**config.mk**
```make
export PLATFORM = sky130hd
export DESIGN_NAME = muldiv_seq_ctrl
export DESIGN_NICKNAME = d
export VERILOG_FILES = /design/src/rtl/muldiv_seq_ctrl.sv
export SDC_FILE = /design/constraint.sdc
export NUM_CORES = 1
export LEC_CHECK = 0
export ABC_AREA = 1
export ABC_CLOCK_PERIOD_IN_PS = 3700
export CORE_MARGIN = 1
export CORE_UTILIZATION = 30
export CTS_BUF_LIST = sky130_fd_sc_hd__clkbuf_16
export DETAILED_ROUTE_END_ITERATION = 16
export PLACE_DENSITY_LB_ADDON = 0.25
export RECOVER_POWER = 100
export REMOVE_ABC_BUFFERS = 1
export SLEW_MARGIN = 15
export SYNTH_ARGS = -nofsm -noshare
export SYNTH_HDL_FRONTEND = slang
export SYNTH_SLANG_ARGS = --single-unit
```
**constraint.sdc**
```tcl
create_clock -name clk -period 3.7 [get_ports clk]
set_input_delay 0.74 -clock clk [delete_from_list [all_inputs] [get_ports clk]]
set_output_delay 0.74 -clock clk [all_outputs]
set_load 0.005 [all_outputs]
```
**src/rtl/muldiv_seq_ctrl.sv**
```systemverilog
// Iterative MULT/MULTU/DIV/DIVU sequencer for the EX stage: 32-step shift-add
// multiply or restoring divide, pipeline stall while busy, one-cycle HI/LO write.
module muldiv_seq_ctrl #(
    parameter int WIDTH = 32
) (
    input  logic             clk,
    input  logic             resetn,
    input  logic             start,
    input  logic [5:0]       ALUop,
    input  logic [WIDTH-1:0] src_a,
    input  logic [WIDTH-1:0] src_b,
    input  logic             flush,
    output logic             stall,
    output logic             hilo_we,
    output logic [WIDTH-1:0] hi,
    output logic [WIDTH-1:0] lo,
    output logic             busy
);

    localparam int CW = $clog2(WIDTH);

    localparam logic [1:0] S_IDLE = 2'd0;
    localparam logic [1:0] S_CALC = 2'd1;
    localparam logic [1:0] S_DONE = 2'd2;

    localparam logic [5:0] ALU_MULT  = 6'h18;
    localparam logic [5:0] ALU_MULTU = 6'h19;
    localparam logic [5:0] ALU_DIV   = 6'h1a;
    localparam logic [5:0] ALU_DIVU  = 6'h1b;

    logic [1:0]         state;
    logic [1:0]         state_nxt;
    logic [CW-1:0]      count;
    logic               op_div;
    logic               neg_pq;
    logic               neg_r;
    logic [WIDTH-1:0]   opnd;
    logic [2*WIDTH-1:0] acc;
    logic [2*WIDTH-1:0] acc_nxt;

    logic               valid_op;
    logic               is_div;
    logic               is_signed;
    logic               accept;
    logic               last_iter;
    logic [WIDTH-1:0]   abs_a;
    logic [WIDTH-1:0]   abs_b;
    logic [WIDTH:0]     msum;
    logic [WIDTH:0]     rem_sh;
    logic [WIDTH:0]     rem_sub;
    logic [2*WIDTH-1:0] prod_fix;
    logic [WIDTH-1:0]   hi_fin;
    logic [WIDTH-1:0]   lo_fin;

    always_comb begin
        valid_op  = (ALUop == ALU_MULT) || (ALUop == ALU_MULTU) ||
                    (ALUop == ALU_DIV)  || (ALUop == ALU_DIVU);
        is_div    = (ALUop == ALU_DIV)  || (ALUop == ALU_DIVU);
        is_signed = (ALUop == ALU_MULT) || (ALUop == ALU_DIV);
        abs_a     = (is_signed && src_a[WIDTH-1]) ? -src_a : src_a;
        abs_b     = (is_signed && src_b[WIDTH-1]) ? -src_b : src_b;
        accept    = start && valid_op && (state == S_IDLE) && !flush;
        last_iter = (count == CW'(WIDTH - 1));
    end

    assign stall   = accept || (state == S_CALC);
    assign busy    = (state != S_IDLE);
    assign hilo_we = (state == S_DONE) && !flush;

    // acc holds {hi-half, lo-half}: {partial product, multiplier} or {remainder, quotient}
    always_comb begin
        msum    = {1'b0, acc[2*WIDTH-1:WIDTH]} + (acc[0] ? {1'b0, opnd} : '0);
        rem_sh  = {acc[2*WIDTH-1:WIDTH], acc[WIDTH-1]};
        rem_sub = rem_sh - {1'b0, opnd};
        acc_nxt = {msum, acc[WIDTH-1:1]};
        if (op_div) begin
            if (rem_sh >= {1'b0, opnd})
                acc_nxt = {rem_sub[WIDTH-1:0], acc[WIDTH-2:0], 1'b1};
            else
                acc_nxt = {rem_sh[WIDTH-1:0], acc[WIDTH-2:0], 1'b0};
        end
    end

    always_comb begin
        prod_fix = neg_pq ? -acc_nxt : acc_nxt;
        hi_fin   = prod_fix[2*WIDTH-1:WIDTH];
        lo_fin   = prod_fix[WIDTH-1:0];
        if (op_div) begin
            lo_fin = neg_pq ? -acc_nxt[WIDTH-1:0] : acc_nxt[WIDTH-1:0];
            hi_fin = neg_r ? -acc_nxt[2*WIDTH-1:WIDTH] : acc_nxt[2*WIDTH-1:WIDTH];
        end
    end

    always_comb begin
        state_nxt = state;
        case (state)
            S_IDLE:  if (accept) state_nxt = S_CALC;
            S_CALC:  if (last_iter) state_nxt = S_DONE;
            S_DONE:  state_nxt = S_IDLE;
            default: state_nxt = S_IDLE;
        endcase
        if (flush)
            state_nxt = S_IDLE;
    end

    always_ff @(posedge clk or negedge resetn) begin
        if (!resetn) begin
            state  <= S_IDLE;
            count  <= '0;
            op_div <= 1'b0;
            neg_pq <= 1'b0;
            neg_r  <= 1'b0;
            opnd   <= '0;
            acc    <= '0;
            hi     <= '0;
            lo     <= '0;
        end else begin
            state <= state_nxt;
            if (accept) begin
                op_div <= is_div;
                neg_pq <= is_signed && (src_a[WIDTH-1] ^ src_b[WIDTH-1]);
                neg_r  <= is_signed && src_a[WIDTH-1];
                acc    <= {{WIDTH{1'b0}}, (is_div ? abs_a : abs_b)};
                opnd   <= is_div ? abs_b : abs_a;
                count  <= '0;
            end else if ((state == S_CALC) && !flush) begin
                acc <= acc_nxt;
                // Results land on entry to DONE so they are stable while hilo_we is high
                if (last_iter) begin
                    hi <= hi_fin;
                    lo <= lo_fin;
                end else begin
                    count <= count + 1'b1;
                end
            end
        end
    end

endmodule

```
# After elaboration in Yosys (flattened, before gate mapping)
# Index checks and enable logic that the tools add are counted.
[totals]
reg_bits = 170
in_bits = 74
output_inout_bits = 67
wordCells = 72
[classes]
add_sub_neg = 8
magnitude_cmp = 1
eq_ne = 10
mux = 21
bitwise = 2
reduce_logical = 21
[op_table]
columns = ["cell", "count"]
rows = [
  ["$mux 64", 5],
  ["$mux 32", 9],
  ["$neg 32->32", 4],
  ["$neg 64->64", 1],
  ["$add 32x32->33", 1],
  ["$ge 33x32->1", 1],
  ["$sub 32x32->32", 1],
  ["$eq 6x5->1 const B", 4],
  ["$mux 5", 3],
  ["$logic_and 1x1->1", 8],
  ["$logic_or 1x1->1", 6],
  ["$mux 2", 3],
  ["$ne 3x3->1 const B", 2],
  ["$add 5x1->5 const B", 1],
  ["$eq 5x5->1 const B", 1],
  ["$pmux 2 s2", 1],
  ["$reduce_and 2->1", 2],
  ["$reduce_bool 2->1", 2],
  ["$reduce_and 3->1", 1],
  ["$eq 2x1->1 const B", 1],
  ["$eq 2x2->1 const B", 1],
  ["$logic_not 2->1", 1],
  ["$ne 2x2->1 const B", 1],
  ["$logic_not 1->1", 1],
  ["other kinds (2)", 2],
]

# Longest topological paths before layout
[depth]
depth_word = 10
ltp_mapped = 37
mapped_depth_nobuf = 37

# Worst setup path before layout
# Ideal clock, no wire load.
[synth_timing]
path_kind = "reg2reg"
from = "register opnd[20]"
to = "register hi[22]"
setup_time_ns = 0.117
t_arrival_ns = 3.567
required_ns = 3.583
path_slack_ns = 0.015
stages_incl_launch_ff = 36
n_path_buf = 0
synth_period_minus_slack_ns = 3.685
path_cell_list = "dfrtp_1 inv_1 ha_1 nand2_1 nand2_1 inv_1 nand2_1 a21oi_2 nor2_2 nor2_8 nand2_8 nand2_1 nand2_1 inv_2 ha_1 inv_1 nor2_1 nand2_1 nor2_2 nand4_1 nor2_2 nand2_1 nor2_2 nand3_2 nor2_2 nand2_1 nor2_2 inv_2 nor2_4 nand2_1 nand2_2 nand3_1 nand2_1 nand2_1 nand3_1 nand2_1"
[synth_between]
elab_chain_cells = 6
word_cells_on_any_way = 11
classes_between = "add/sub: 4; order compare: 1; mux: 6"
[synth_lines]
columns = ["element", "line_no", "text"]
rows = [
  ["start: declaration", "37", "logic [WIDTH-1:0] opnd;"],
  ["start signal: assignment", "124", "opnd <= is_div ? abs_b : abs_a;"],
  ["$mux 32, or another cell as far along", "72", "msum = {1'b0, acc[2*WIDTH-1:WIDTH]} + (acc[0] ? {1'b0, opnd} : '0);"],
  ["$add 32x32->33 / $mux 64 (equally long branches)", "72, 77", ""],
  ["$mux 64 (*)", "76", "if (op_div) begin"],
  ["$neg 64->64 / $neg 32->32 (equally long branches)", "85, 90", ""],
  ["$mux 64 / $mux 32 (equally long branches)", "85, 90", ""],
  ["$mux 32 (*)", "88", "if (op_div) begin"],
  ["end signal: assignment", "130", "hi <= hi_fin;"],
  ["end: declaration", "15", "output logic [WIDTH-1:0] hi,"],
]
# Mark *: on every way between the ends. The rest lies on a longest branch, timed or not.
# A chain may end at the register's enable or synchronous reset.

# Worst setup path after layout
[layout_timing]
from = "register opnd[27]"
to = "register hi[24]"
[layout_between]
elab_chain_cells = 6
word_cells_on_any_way = 8
classes_between = "add/sub: 2; order compare: 1; mux: 5"
[layout_lines]
columns = ["element", "line_no", "text"]
rows = [
  ["$ge 33x32->1 (*)", "77", "if (rem_sh >= {1'b0, opnd})"],
  ["$mux 64 (*)", "77", ""],
  ["$mux 64 (*)", "76", ""],
  ["$neg 64->64 / $neg 32->32 (equally long branches)", "85, 90", ""],
  ["$mux 64 / $mux 32 (equally long branches)", "85, 90", ""],
  ["$mux 32 (*)", "88", ""],
]
# Marked as above.

==> results by group <==
Run status
  • Status: finished with violations
  • Failing checks: capacitance limit, slew limit, setup timing

STA
  • Rel. slew slack: -32.0%
  • Endpoints failing setup: 34
  • RSZ-0062 raised after global routing: true
  • Fin worst setup slack: -0.329 ns
  • Endpoints failing hold: 0
  • Fin crit period: slightly above 4 ns
  • Max Fclk: about 250 MHz
  • Final Max Tran Viols: 95
  • Fin crit share: 109%
  • Smallest hold slack: around 0.47 ns
  • Worst-Margin Slew: 1.98 ns
  • Setup skew after layout: between 0.01 and 0.015 ns

Clock tree
  • CTS sink cnt: 170
  • CTS tree: done
  • Clock slew at reported path FFs: 0.07 ns
  • H-tree depth: 4
  • Clock Latency Late Sink: around 0.50 ns
  • Clock Tree Buf Depth: 2
  • Post-CTS Hold Buffers: 0
  • CTS buffer count: 17
  • CTS root buf: clkbuf_16

Yosys
  • Seq cells post-synth: 170
  • Average size of a mapped cell: around 6.2 um2
  • Yosys top cell area share: ~25%
  • Ys async rst share: between 90% and 100%
  • Syn. warnings: 0
  • Mapped Area: about 17000 um2
  • Post-synth cell types: between 60 and 70
  • Most frequent cell after synthesis: nand2_1
  • Post-synth EDFFs: 0
  • Synth Flop Type: dfrtp_1
  • Synth top area cells: dfrtp_1 25%, nand2_1 19%, inv_1 8.6%, nand3_1 6.1%, nor2_1 5.2%
  • Synth Instances: between 2000 and 3000
  • Yosys top cell by area: dfrtp_1
  • Commonest cells in the netlist: 859 x nand2_1, 395 x inv_1, 240 x nor2_1
  • Post-synthesis sequential area ratio: about a quarter

Die
  • FP Rows: 87
  • Core area: around 57000 um2
  • Die H: ~240 um
  • Initial core utilization: between 30% and 40%
  • IO Count: 141
  • Die Wd: 242 um
  • Die area: slightly below 60000 um2

Setup path
  • Endpoint type of the worst setup path: register
  • Arr. time, crit path: between 4 and 5 ns
  • R2r setup slk: -0.33 ns
  • Crit start category: register
  • FF-to-FF path depth: 32
  • Reg2reg end: hi[24]
  • CP peak stage delay: 0.38 ns
  • RR Startpoint: opnd[27]
  • Worst path slowest cell: dfrtp_1
  • Critical path class: reg -> reg
  • Req. time, crit path: ~4 ns
  • Crit-path max FO: 3

Power and ir drop
  • Leakage: 12.6 nW
  • Comb pwr share: between 70 and 80%
  • Psw: 11.2 mW
  • Reg power frac: a little under an eighth
  • PD cells: just under 900 nW/um2
  • Clock power share: under 10%
  • Pint: slightly above 10 mW
  • Worst vdd ir: between 0.0004 and 0.0005 V
  • Switch share: about 52%

Placed design
  • Final Wtd Congestion: approximately 1
  • Port bufs: 140
  • DP HPWL: between 60000 and 70000 um
  • Pre-CTS setup slack: -0.613 ns

Hold path
  • Hold endpoint: hi[25]
  • Hold Path Stages: 2
  • HP Start: hi[25]
  • Hold WC Path Type: reg -> reg

Detailed routing
  • Remaining antenna violation count: 0
  • Wirelength per Cell: about 19 um
  • Via count: 20200
  • Final WL: roughly 76000 um
  • Residual DRC count: 0
  • First-pass iteration count of the detailed router: 6
  • Via/cell ratio: roughly 4.9
  • Initial DRC count: about 1600

Global routing
  • Global-route wire length before repair: roughly 120000 um
  • Total track usage: about a quarter
  • Gr ovfl total: 0
  • Largest net degree at the start of global routing: 100
  • Vias in the first global route: between 15000 and 20000
  • Initial antenna violation count: 1

Layout
  • # nets final: 3483
  • Share of layout cells above drive strength 1: about a quarter
  • Diode count: 0
  • Area growth from synthesis to layout: 42.9%

Job
  • Max-cap violations: 2
==> power groups by stage <==
stage | registers (mW) | clock network [mW] | logic (mW)
2_1_floorplan | 2.60 | 0 | 7.72
3_3_place_gp | 2.51 | 0 | 14.9
3_5_place_dp | 2.54 | 0 | 14.8
4_1_cts | 2.55 | 2.00 | 15.8
5_1_grt | 2.63 | 2.07 | 18.2
6_report | 2.58 | 1.95 | 17.0
==> layer usage <==
metal  vias to the layer above  GRT usage, %  share of wire (%)
met4                         0          12.2                4.8
met5                         -             0                  0
met3                       123          3.71                5.5
met2                       659          41.4                 45
li1                      10100             -                  -
met1                      9402          34.4                 45
==> layout make-up <==
cell class,instances,area [um2]
Clock buffer,17,425
Clock inverter,15,183
Fill cell,5948,32000
Inverter,414,1560
Multi-Input combinational cell,2102,12100
Sequential cell,170,4260
Tap cell,756,946
Timing Repair Buffer,632,5230
==> logic make-up (layout without fill, tap and decap cells) <==
logic type / after synthesis / count (layout) / synth area share [%]
compound gates: 403 / 403 / 14.1
xor+xnor: 113 / 113 / 5.72
fa+ha+maj: 72 / 72 / 5.29
buf+inv: 504 / 1078 / 11.7
flops: 170 / 170 / 24.6
simple gates: 1514 / 1514 / 38.5
==> timing repair <==
action	4_1_cts	5_1_grt
buffers inserted	74	43
endpoints found under the setup margin	34	49
pin swaps	53	70
resized for setup	137	167
==> how the worst max path moves through the flow <==
stage | to | cells past startpoint | slack (ns) | startpoint
5_1_grt | hi[28] | 34 | -0.57 | acc[41]
3_3_place_gp | hi[22] | 35 | -0.51 | opnd[28]
3_5_place_dp | hi[22] | 35 | -0.61 | opnd[28]
6_report | hi[24] | 32 | -0.33 | opnd[27]
2_1_floorplan | hi[22] | 26 | -2.77 | op_div
4_1_cts | hi[4] | 33 | -0.44 | acc[58]
==> flip-flops by register name (all words and copies together), names as in the netlist <==
signal	flops
count	5
op_div	1
state	2
lo	32
opnd	32
acc	64
neg_r	1
neg_pq	1
hi	32
==> cell usage in the layout (no fill, tap or decap), types with 55 or more instances in the layout <==
| cell type | count |
|---|---|
| xor2_1 | 84 |
| buf_4 | 455 |
| o21ai_0 | 143 |
| dfrtp_1 | 168 |
| nor2_1 | 218 |
| clkdlybuf4s50_1 | 72 |
| nand3_1 | 191 |
| a21oi_1 | 55 |
| nand2_1 | 788 |
| nand2_2 | 83 |
| inv_1 | 362 |
| dlygate4sd3_1 | 67 |
==> stage by stage <==
step                cells  power (mW)  util, %  TNS, ns  area [um2]
floorplan            2686        10.3        -  -207.52       16800
CTS                  4081        20.4     42.4    -7.26       24000
global route         4106        22.9     43.6   -14.84       24700
detailed placement   3980        17.4     39.2   -12.49       22300
global placement     3980        17.4     39.2   -10.78       22300
finish               4106        21.5     43.6    -7.47       24700
==> worst max-delay path, delay by kind of cell (launching register included) <==
kind,cells,cell delay [ns]
AND/OR/NAND/NOR,23,2.44
buffers and inverters,5,0.42
flip-flops,1,0.38
adder cells (fa/ha/maj),2,0.37
AO/OA/AOI/OAI,2,0.32
(Power assumes the default switching activity.)
